**config.mk**
```make
export PLATFORM = sky130hd
export DESIGN_NAME = mux4to1_rr_collector
export DESIGN_NICKNAME = d
export VERILOG_FILES = /design/src/rtl/mux4to1_pkg.sv /design/src/rtl/rr_arbiter4.sv /design/src/rtl/mux4to1_rr_collector.sv
export SDC_FILE = /design/constraint.sdc
export NUM_CORES = 1
export LEC_CHECK = 0
export CAP_MARGIN = 20
export CORE_MARGIN = 5
export CORE_UTILIZATION = 40
export CTS_BUF_LIST = sky130_fd_sc_hd__clkbuf_16
export DETAILED_ROUTE_END_ITERATION = 16
export PLACE_DENSITY = 0.77
export SETUP_SLACK_MARGIN = 0.02
export SYNTH_ARGS = -nofsm -noshare
export SYNTH_HDL_FRONTEND = slang
export SYNTH_SLANG_ARGS = --single-unit
```
**constraint.sdc**
```tcl
create_clock -name clk -period 2.8 [get_ports clk]
set_input_delay 0.84 -clock clk [delete_from_list [all_inputs] [get_ports clk]]
set_output_delay 0.84 -clock clk [all_outputs]
set_load 0.01 [all_outputs]
```
**src/rtl/mux4to1_pkg.sv**
```systemverilog
// Shared types and constants for the 4-to-1 round-robin collector.
package mux4to1_pkg;

  localparam int unsigned NUM_CH = 4;

  typedef logic [1:0] ch_idx_t;

  // Pointer value that gives channel A top priority after reset
  localparam ch_idx_t LG_RESET = 2'b11;

  typedef enum logic {
    EMPTY = 1'b0,
    FULL  = 1'b1
  } state_e;

endpackage

```
**src/rtl/rr_arbiter4.sv**
```systemverilog
// Combinational 4-way round-robin arbiter; the caller owns the last-grant pointer.
module rr_arbiter4
  import mux4to1_pkg::*;
(
  input  logic [NUM_CH-1:0] req_i,
  input  ch_idx_t           lg_i,
  input  logic              en_i,
  output logic [NUM_CH-1:0] gnt_o,
  output ch_idx_t           gnt_idx_o,
  output logic              any_req_o
);

  ch_idx_t idx_c;
  logic    found_c;

  assign any_req_o = |req_i;

  // Search starts one past the last grant and wraps, ending on the last grant itself
  always_comb begin
    gnt_idx_o = lg_i;
    idx_c     = lg_i;
    found_c   = 1'b0;
    for (int unsigned k = 1; k <= NUM_CH; k++) begin
      idx_c = lg_i + ch_idx_t'(k);
      if (!found_c && req_i[idx_c]) begin
        gnt_idx_o = idx_c;
        found_c   = 1'b1;
      end
    end
  end

  always_comb begin
    gnt_o = 4'b0000;
    if (en_i && any_req_o) begin
      gnt_o = 4'b0001 << gnt_idx_o;
    end
  end

endmodule

```
**src/rtl/mux4to1_rr_collector.sv**
```systemverilog
// Merges four valid/ready channels into one registered stream tagged with the source index.
module mux4to1_rr_collector
  import mux4to1_pkg::*;
#(
  parameter int unsigned N  = 4,
  parameter int unsigned CW = 8
) (
  input  logic          clk,
  input  logic          rst_n,
  input  logic [N-1:0]  A,
  input  logic [N-1:0]  B,
  input  logic [N-1:0]  C,
  input  logic [N-1:0]  D,
  input  logic [3:0]    vld,
  output logic [3:0]    rdy,
  output logic [N-1:0]  O,
  output logic [1:0]    sel,
  output logic          o_vld,
  input  logic          o_rdy,
  output logic [CW-1:0] beats
);

  state_e        state_q, state_d;
  logic [N-1:0]  o_q, o_d;
  ch_idx_t       sel_q, sel_d;
  ch_idx_t       lg_q, lg_d;
  logic [CW-1:0] beats_q, beats_d;

  logic          ld_c;
  logic          xfer_c;
  logic          any_req_c;
  ch_idx_t       gnt_idx_c;
  logic [3:0]    gnt_c;
  logic [N-1:0]  data_c;

  // Output slot can take a new beat when empty or when the current beat is leaving
  assign ld_c   = (state_q == EMPTY) | o_rdy;
  assign xfer_c = ld_c & any_req_c;

  rr_arbiter4 u_arb (
    .req_i     (vld),
    .lg_i      (lg_q),
    .en_i      (ld_c),
    .gnt_o     (gnt_c),
    .gnt_idx_o (gnt_idx_c),
    .any_req_o (any_req_c)
  );

  always_comb begin
    data_c = A;
    case (gnt_idx_c)
      2'd0:    data_c = A;
      2'd1:    data_c = B;
      2'd2:    data_c = C;
      default: data_c = D;
    endcase
  end

  always_ff @(posedge clk or negedge rst_n) begin
    if (!rst_n) begin
      state_q <= EMPTY;
      o_q     <= '0;
      sel_q   <= 2'b00;
      lg_q    <= LG_RESET;
      beats_q <= '0;
    end else begin
      state_q <= state_d;
      o_q     <= o_d;
      sel_q   <= sel_d;
      lg_q    <= lg_d;
      beats_q <= beats_d;
    end
  end

  // Next-state and datapath update; a drain with no request keeps O/sel/lg untouched
  always_comb begin
    state_d = state_q;
    o_d     = o_q;
    sel_d   = sel_q;
    lg_d    = lg_q;
    beats_d = beats_q;
    case (state_q)
      EMPTY: begin
        if (any_req_c) state_d = FULL;
      end
      FULL: begin
        if (o_rdy && !any_req_c) state_d = EMPTY;
      end
      default: state_d = EMPTY;
    endcase
    if (xfer_c) begin
      o_d     = data_c;
      sel_d   = gnt_idx_c;
      lg_d    = gnt_idx_c;
      beats_d = beats_q + CW'(1);
    end
  end

  assign rdy   = gnt_c;
  assign O     = o_q;
  assign sel   = sel_q;
  assign o_vld = (state_q == FULL);
  assign beats = beats_q;

endmodule

```
== Word-level counts from Yosys, hierarchy flattened ==
Index checks and enable logic that the tools add are counted.

* Register bits: 17
* Bits of input ports: 23
* Output and inout bits: 19
* Word-level logic and storage cells: 50

* $add $sub $neg: 4
* Order comparisons: 4
* Eq/ne operators: 2
* Shift-type cells: 1
* Multiplexer cells: 20
* Bitwise operators: 3
* Reductions and logical operators: 11

{| class="wikitable"
|+ Operators by type and width
! cell !! number
|-
| 2-bit by 3-bit < comparator with 1-bit output (second input constant) || 4
|-
| 4-bit case mux with 3 select lines || 1
|-
| 1-bit 2-to-1 mux || 9
|-
| 8-bit by 1-bit adder with 8-bit output (second input constant) || 1
|-
| 1-bit binary-select mux with 2-bit select || 4
|-
| 2-bit 2-to-1 mux || 4
|-
| 1-bit logical AND || 5
|-
| 2-bit adder (second input constant) || 2
|-
| 1-bit logical NOT || 4
|-
| 4-bit 2-to-1 mux || 1
|-
| 4-bit OR reduction || 1
|-
| 1-bit by 2-bit << shifter with 4-bit output (first input constant) || 1
|-
| 2-bit by 1-bit adder with 2-bit output (second input constant) || 1
|-
| 2-bit by 1-bit == test with 1-bit output (second input constant) || 1
|-
| 2-bit == test (second input constant) || 1
|-
| 2-bit logical NOT || 1
|-
| 1-bit case mux with 2 select lines || 1
|-
| 1-bit AND || 1
|-
| 1-bit inverter || 1
|-
| 1-bit bitwise OR || 1
|}

== Logic depth before layout (Yosys ltp) ==
Gate-level depths: netlist of the first run.

* Depth after elaboration: 15
* Depth in mapped cells: 6

== Hierarchy ==
Synthesis of the first run repeated with hierarchy kept, for this count alone.

* Cells, all modules: 74
* Area total of the unflattened synthesis: 932.1 µm²

{| class="wikitable"
|+ By module, submodules not included
! module !! instances !! cells an instance !! area each (µm²)
|-
| mux4to1_rr_collector || 1 || 55 || 802.0
|-
| rr_arbiter4 || 1 || 19 || 130.1
|}

== Worst setup path after synthesis of the first run ==
No wires, ideal clock.

* Kind: input to output
* Start point: input port vld[0]
* End point: output port rdy[2]
* Arrival time: 1838 ps
* Data required time: 1960 ps
* Slack: 122 ps
* Cell stages on the path: 6
* Path buffers: 1
* Cells stage by stage: o21ai_0 o21ai_0 a211oi_2 buf_6 inv_1 nor2_1

* Word-level cells in the longest chain between the ends: 14

{| class="wikitable"
|+ RTL lines
! item !! line !! RTL
|-
| from (decl) || mux4to1_rr_collector.sv:14 || <nowiki>input logic [3:0] vld,</nowiki>
|-
| 1-bit binary-select mux with 2-bit select || rr_arbiter4.sv:25 || <nowiki>if (!found_c && req_i[idx_c]) begin</nowiki>
|-
| 1-bit 2-to-1 mux (not written as such) || rr_arbiter4.sv:25 ||
|-
| 1-bit 2-to-1 mux || rr_arbiter4.sv:25 ||
|-
| 1-bit logical NOT || rr_arbiter4.sv:25 ||
|-
| 1-bit logical AND || rr_arbiter4.sv:25 ||
|-
| 1-bit 2-to-1 mux || rr_arbiter4.sv:25 ||
|-
| 1-bit logical NOT || rr_arbiter4.sv:25 ||
|-
| 1-bit logical AND || rr_arbiter4.sv:25 ||
|-
| 1-bit 2-to-1 mux || rr_arbiter4.sv:25 ||
|-
| 1-bit logical NOT || rr_arbiter4.sv:25 ||
|-
| 1-bit logical AND || rr_arbiter4.sv:25 ||
|-
| 2-bit 2-to-1 mux || rr_arbiter4.sv:25 ||
|-
| 1-bit by 2-bit << shifter with 4-bit output || rr_arbiter4.sv:35 || <nowiki>gnt_o = 4'b0001 << gnt_idx_o;</nowiki>
|-
| 4-bit 2-to-1 mux (*) || rr_arbiter4.sv:34 || <nowiki>if (en_i && any_req_o) begin</nowiki>
|-
| to (decl) || mux4to1_rr_collector.sv:15 || <nowiki>output logic [3:0] rdy,</nowiki>
|}

Every way passes the cells marked *; elsewhere a longest branch is shown, timed or not. The select of a mux whose other input is x is not followed.

== Worst setup path after layout of the first run ==
* Start point: input port vld[0]
* End point: output port rdy[1]

Same word-level chain as after synthesis.

==> summary.txt, run 1 <==
STA
  • Final setup violation count: 0
  • Final period util: 97.4%
  • Min cycle time layout: 2730 ps
  • Fin. Hold Viols: 0
  • F_max: 367 MHz
  • Setup TNS: 0 ps
  • Tightest Pin Transition: 741 ps
  • Final clock skew: 2.01 ps
  • RSZ-0062 raised after global routing: no
  • Slew HR: 50.4%
  • Max-slew violations: 0
  • Fin worst setup slack: 72.4 ps

Logic synthesis
  • Post-synthesis instance total: 86
  • Top cell type's share of synthesized area: 42.7%
  • Netlist cell types: 27
  • Predominant post-synthesis flop cell: dfrtp_1
  • Synth top area cells: dfrtp_1 (43%), mux2i_1 (9.1%), dfstp_2 (6.0%), xnor2_1 (6.0%), nand2_1 (5.1%)
  • Seq cells post-synth: 17
  • Yosys warnings: 0
  • Cell Area, Synth: 880 sq um
  • Syn Nets: 110
  • Post-synth top area cell: dfrtp_1
  • Number of flops mapped to enable cells by yosys: 0
  • Seq/Total Area, Yosys: 48.6%
  • Post-synthesis async set-or-reset flop share: 100%
  • Syn Area/Cell: 10.2 sq um

CTS
  • CTS H-tree depth: 1
  • Clock transition at path regs: 50 ps
  • Max clock buf depth: 2
  • Worst-skew pair later-pin latency: 240 ps
  • Num CTS Buffers: 3
  • CTS tree: done
  • CTS sink cnt: 17
  • CTS Root Cell: clkbuf_16

Setup path
  • WP data arrival: 1890 ps
  • Crit. End Element: output port
  • CP max-delay cell: a211oi_2
  • Worst-path fanout max: 4
  • Worst endpoint required time: 1960 ps
  • Kind of critical path: in2out
  • CP delay by family, top: compound AO/OA/AOI/OAI gates
  • Worst path bufs/invs: 3
  • CP max stage delay: 330 ps
  • Critical-path cell list: buf_2 > o21ai_1 > o21ai_1 > a211oi_2 > buf_4 > nor2_1 > buf_2
  • Crit path launch type: input pin

Power and ir drop
  • Internal power contribution: 888 uW
  • Switch share: 32.1%
  • Switching pwr: 420 uW
  • Comb pwr share: 46.6%
  • Cell area power density: 858 nW/um^2
  • Seq pwr share: 32.7%
  • VDD IR-drop max: 678 uV
  • Tot Pwr: 1310 uW
  • Clock power frac: 20.7%
  • Leakage power: 0.000715 uW

Detailed routing
  • # DRC: 0
  • Routed wire length: 2620 microns
  • Router iterations before antenna repair: 4
  • Vias/cell: 4.97
  • Avg WL per Cell: 15.0 microns
  • Iteration-0 DRC Markers: 17
  • Vias: 865
  • Final ANT Viol Nets: 0

Layout
  • Area Overhead vs Synth: 73.4%
  • Final Core Density: 71.0%
  • Sequential cell area: 428 sq um
  • Area of the multi-input gates: 464 sq um
  • Design area: 1530 sq um
  • Fill cells: 163
  • Share of layout cells above drive strength 1: 28.8%
  • N_diodes: 0
  • Net count, final: 171

Min path
  • HP Class: reg2reg

Placement
  • Setup WS pre-CTS: -773 ps
  • Final HPWL DP: 2000 microns
  • Buffers on Ports: 41
  • Post-DP Area: 1410 sq um
  • RD Place Congestion: 0.783

Floorplanning
  • Initial Util: 40.9%
  • Cell row count: 17
  • Die H: 56.9 microns
  • Core area: 2150 sq um
  • Die area: 3240 sq um
  • DIE WIDTH: 56.9 microns
  • IO Count: 42

Global route
  • Number of global-route vias before repair: 944
  • GRT overflow: 0
  • First-pass GRT wire length: 4370 microns
  • Initial antenna violation count: 0
  • Largest net degree at the start of global routing: 18
  • All-Layer GR Usage: 16.9%

Flow run
  • Max-Cap Viols: 0

Status
  • Outcome: finished clean
area by class of cell:
| cell class | instances | area share, % |
|---|---|---|
| clock inverters | 1 | 0.246 |
| inverters | 5 | 1.23 |
| multi-input cells | 62 | 30.4 |
| repair buffers | 58 | 32.8 |
| clock buffers | 3 | 4.92 |
| well taps | 28 | 2.30 |
| flip-flops and latches | 17 | 28.1 |
worst paths after layout:
check	cells past startpoint	from	end	slack (ps)
max	7	vld[0]	rdy[1]	70
min	1	sel[1]	sel[1]	480
max reg2reg	8	lg_q[0]	O[2]	790
min reg2reg	1	sel[1]	sel[1]	480
max in group asynchronous	1	rst_n	sel[1]	1290
min in group asynchronous	1	rst_n	beats[7]	1040
power groups by stage:
stage | Combinational (uW) | Sequential, uW | Clock (uW)
after floorplan | 223 | 459 | 0
after global placement | 565 | 422 | 0
after detailed placement | 583 | 429 | 0
after CTS | 611 | 427 | 282
after global routing | 651 | 444 | 290
final | 609 | 427 | 271
cells by family (layout without fill, tap and decap cells):
family,count (synthesis),count (layout),share of synthesized area (%)
AND/OR/NAND/NOR,29,29,15.2
AO/OA/AOI/OAI,17,17,14.6
flip-flops,17,17,48.6
multiplexers,8,8,9.10
buffers and inverters,7,67,3.98
XOR/XNOR,7,7,6.97
adder cells (fa/ha/maj),1,1,1.42
flip-flops by register name, summed over array words and instances (netlist names):
register / cells
o_vld: 1
sel: 2
lg_q: 2
O: 4
beats: 8
synth_stat cells, types with 2 or more instances:
master and number:
nand2b_1 2, o21a_1 2, nand2_1 12, dfrtp_1 15, nor2_1 6, nand4_1 2, dfstp_2 2, mux2i_1 8
xnor2_1 6, nand3_1 3, o221ai_1 4, a21o_1 2, o21ai_0 4, inv_1 5
metal layers:
metal	vias up	wire (microns)	track usage, %
li1	426	-	-
met1	417	1060	18.8
met2	18	1410	30.3
met3	4	108	2.99
met4	0	38	8.28
met5	-	0	0
repair_timing:
| item | 4_1_cts | 5_1_grt |
|---|---|---|
| hold buffers | 0 | 0 |
| setup endpoints to repair | 4 | 4 |
| buffers inserted | 3 | 1 |
| pin swaps | 5 | 6 |
| resized for setup | 35 | 9 |
placed cells by master (no fill, tap or decap), types with 2 or more instances in the layout:
cell,instances
clkdlybuf4s50_1,32
buf_4,17
dfrtp_1,15
nand2_1,11
mux2i_1,8
xnor2_1,6
buf_2,6
inv_1,5
nor2_1,5
o221ai_1,4
o21ai_1,3
nand3_1,3
clkbuf_16,3
a21o_1,2
o21a_1,2
nand4_1,2
clkbuf_2,2
dfstp_2,2
stage by stage:
stage / hold slack [ps] / std cells
final: 476 / 174
after global routing: 483 / 174
after global placement: 460 / 166
after floorplan: 507 / 86
after CTS: 479 / 173
after detailed placement: 469 / 166
No activity file was read; power rests on OpenSTA's default activity.
==> run 2: changes to the inputs <==
--- a/config.mk
+++ b/config.mk
@@ -5,13 +5,14 @@
 export SDC_FILE = /design/constraint.sdc
 export NUM_CORES = 1
 export LEC_CHECK = 0
-export CAP_MARGIN = 20
+export CAP_MARGIN = 10
 export CORE_MARGIN = 5
 export CORE_UTILIZATION = 40
 export CTS_BUF_LIST = sky130_fd_sc_hd__clkbuf_16
 export DETAILED_ROUTE_END_ITERATION = 16
 export PLACE_DENSITY = 0.77
 export SETUP_SLACK_MARGIN = 0.02
+export SKIP_CTS_REPAIR_TIMING = 1
 export SYNTH_ARGS = -nofsm -noshare
 export SYNTH_HDL_FRONTEND = slang
 export SYNTH_SLANG_ARGS = --single-unit
==> run 2 against run 1 <==
Effect of this change:
- wire length fell by 0.69%
- setup slack got worse by 30 ps
- via count increased by 0.12%
- combinational power is essentially flat
- flip-flop and latch count did not move
- power hardly changed
- sequential share of layout area is 0.39 points lower
- hold slack is essentially flat
- utilization increased by 0.99 points
- critical path depth unchanged
- die area unchanged
- global-route usage shrank 0.57 points
==> summary.txt, run 2 (synthesis results as in run 1) <==
STA
  • F_max: 363 MHz
  • Final clock skew: 1.91 ps
  • Final period util: 98.5%
  • Slew HR: 50.4%
  • Tightest Pin Transition: 742 ps
  • Min cycle time layout: 2760 ps
  • Fin. Hold Viols: 0
  • Final setup violation count: 0
  • Max-slew violations: 0

Setup path
  • Crit path launch type: input pin
  • CP max-delay cell: nor4_2
  • Worst endpoint required time: 1960 ps
  • WP data arrival: 1920 ps
  • Critical-path cell list: dlymetal6s2s_1 > buf_4 > nor4_2 > a21oi_4 > nand2_2 > nor2_2 > buf_2
  • Worst-path fanout max: 3
  • Crit. End Element: output port
  • Kind of critical path: in2out
  • CP max stage delay: 420 ps

Min path
  • HP Class: reg2reg

Floorplanning
  • Die H: 56.9 microns
  • Core area: 2150 sq um
  • Die area: 3240 sq um
  • IO Count: 42
  • Cell row count: 17
  • Initial Util: 40.9%
  • DIE WIDTH: 56.9 microns

Layout
  • Sequential cell area: 428 sq um
  • N_diodes: 0
  • Share of layout cells above drive strength 1: 26.0%
  • Net count, final: 171
  • Design area: 1550 sq um
  • Most frequent cells in the layout: clkdlybuf4s50_1 (32), buf_4 (17), dfrtp_1 (15)
  • Area Overhead vs Synth: 75.8%
  • Max reg flops: 8
  • Fill cells: 155
  • Commonest non-fill, non-tap cell in the layout: clkdlybuf4s50_1
  • Final Core Density: 72.0%
  • Area of the multi-input gates: 455 sq um

Detailed routing
  • Routed wire length: 2600 microns
  • Final ANT Viol Nets: 0
  • # DRC: 0
  • Avg WL per Cell: 14.9 microns
  • Iteration-0 DRC Markers: 18
  • Vias/cell: 4.98
  • Router iterations before antenna repair: 4
  • Vias: 866

CTS
  • Num CTS Buffers: 3
  • CTS H-tree depth: 1
  • CTS tree: done
  • CTS Root Cell: clkbuf_16
  • Clock transition at path regs: 50 ps
  • CTS sink cnt: 17
  • Max clock buf depth: 2
  • Worst-skew pair later-pin latency: 240 ps

Placement
  • Post-DP Area: 1410 sq um
  • Buffers on Ports: 41
  • Final HPWL DP: 2000 microns
  • RD Place Congestion: 0.783

Global route
  • All-Layer GR Usage: 16.3%
  • Initial antenna violation count: 0
  • GRT overflow: 0
  • First-pass GRT wire length: 4180 microns
  • Largest net degree at the start of global routing: 18
  • Number of global-route vias before repair: 910

Power and ir drop
  • Leakage power: 0.000749 uW
  • VDD IR-drop max: 678 uV
  • Cell area power density: 847 nW/um^2
  • Tot Pwr: 1310 uW

Flow run
  • Max-Cap Viols: 0

Status
  • Outcome: finished clean
==> run 2: stage by stage <==
stage | hold slack [ps] | TNS (ps) | worst slack (ps) | std cells
finish | 476 | 0 | 42.0 | 174
global route | 483 | -131 | -45.2 | 174
CTS | 479 | -3010 | -793 | 170
detailed placement | 469 | -2960 | -773 | 166
global placement | 460 | -2670 | -693 | 166
floorplan | 507 | 0 | 122 | 86
==> run 2: path summary, 6_finish.rpt <==
check | endpoint | slack (ps) | cells past startpoint | startpoint
min in group asynchronous | beats[7] | 1040 | 1 | rst_n
worst min register to register | sel[1] | 480 | 1 | sel[1]
worst max register to register | O[2] | 800 | 8 | lg_q[0]
worst min-delay path | sel[1] | 480 | 1 | sel[1]
worst max-delay path | rdy[0] | 40 | 7 | vld[2]
max in group asynchronous | sel[1] | 1290 | 1 | rst_n
==> run 2: routing by layer <==
metal	vias up	global-route usage (%)	share of wire, %
met5	-	0	0
met4	0	6.95	0.77
met3	2	4.37	4.4
met2	22	28.9	53
met1	419	18.1	42
li1	423	-	-
==> run 2: critical path: cells and delay by family <==
kind / cells / cell delay, ps
compound gates: 1 / 100
buf+inv: 3 / 410
simple gates: 3 / 570
==> run 2: layout make-up <==
cell class / count / share of cell area (%)
inverter: 5 / 1.21
clock buffer: 3 / 4.85
sequential: 17 / 27.7
multi-input combinational: 62 / 29.4
timing repair buffer: 58 / 34.3
clock inverter: 1 / 0.243
tap: 28 / 2.27
==> run 2: report_power, final <==
group	leakage, uW	switching, uW	internal (uW)
Clock	0.0000423	82.6	189
Sequential	0.000202	85.5	343
Combinational	0.000505	252	358
Total	0.000749	420	890
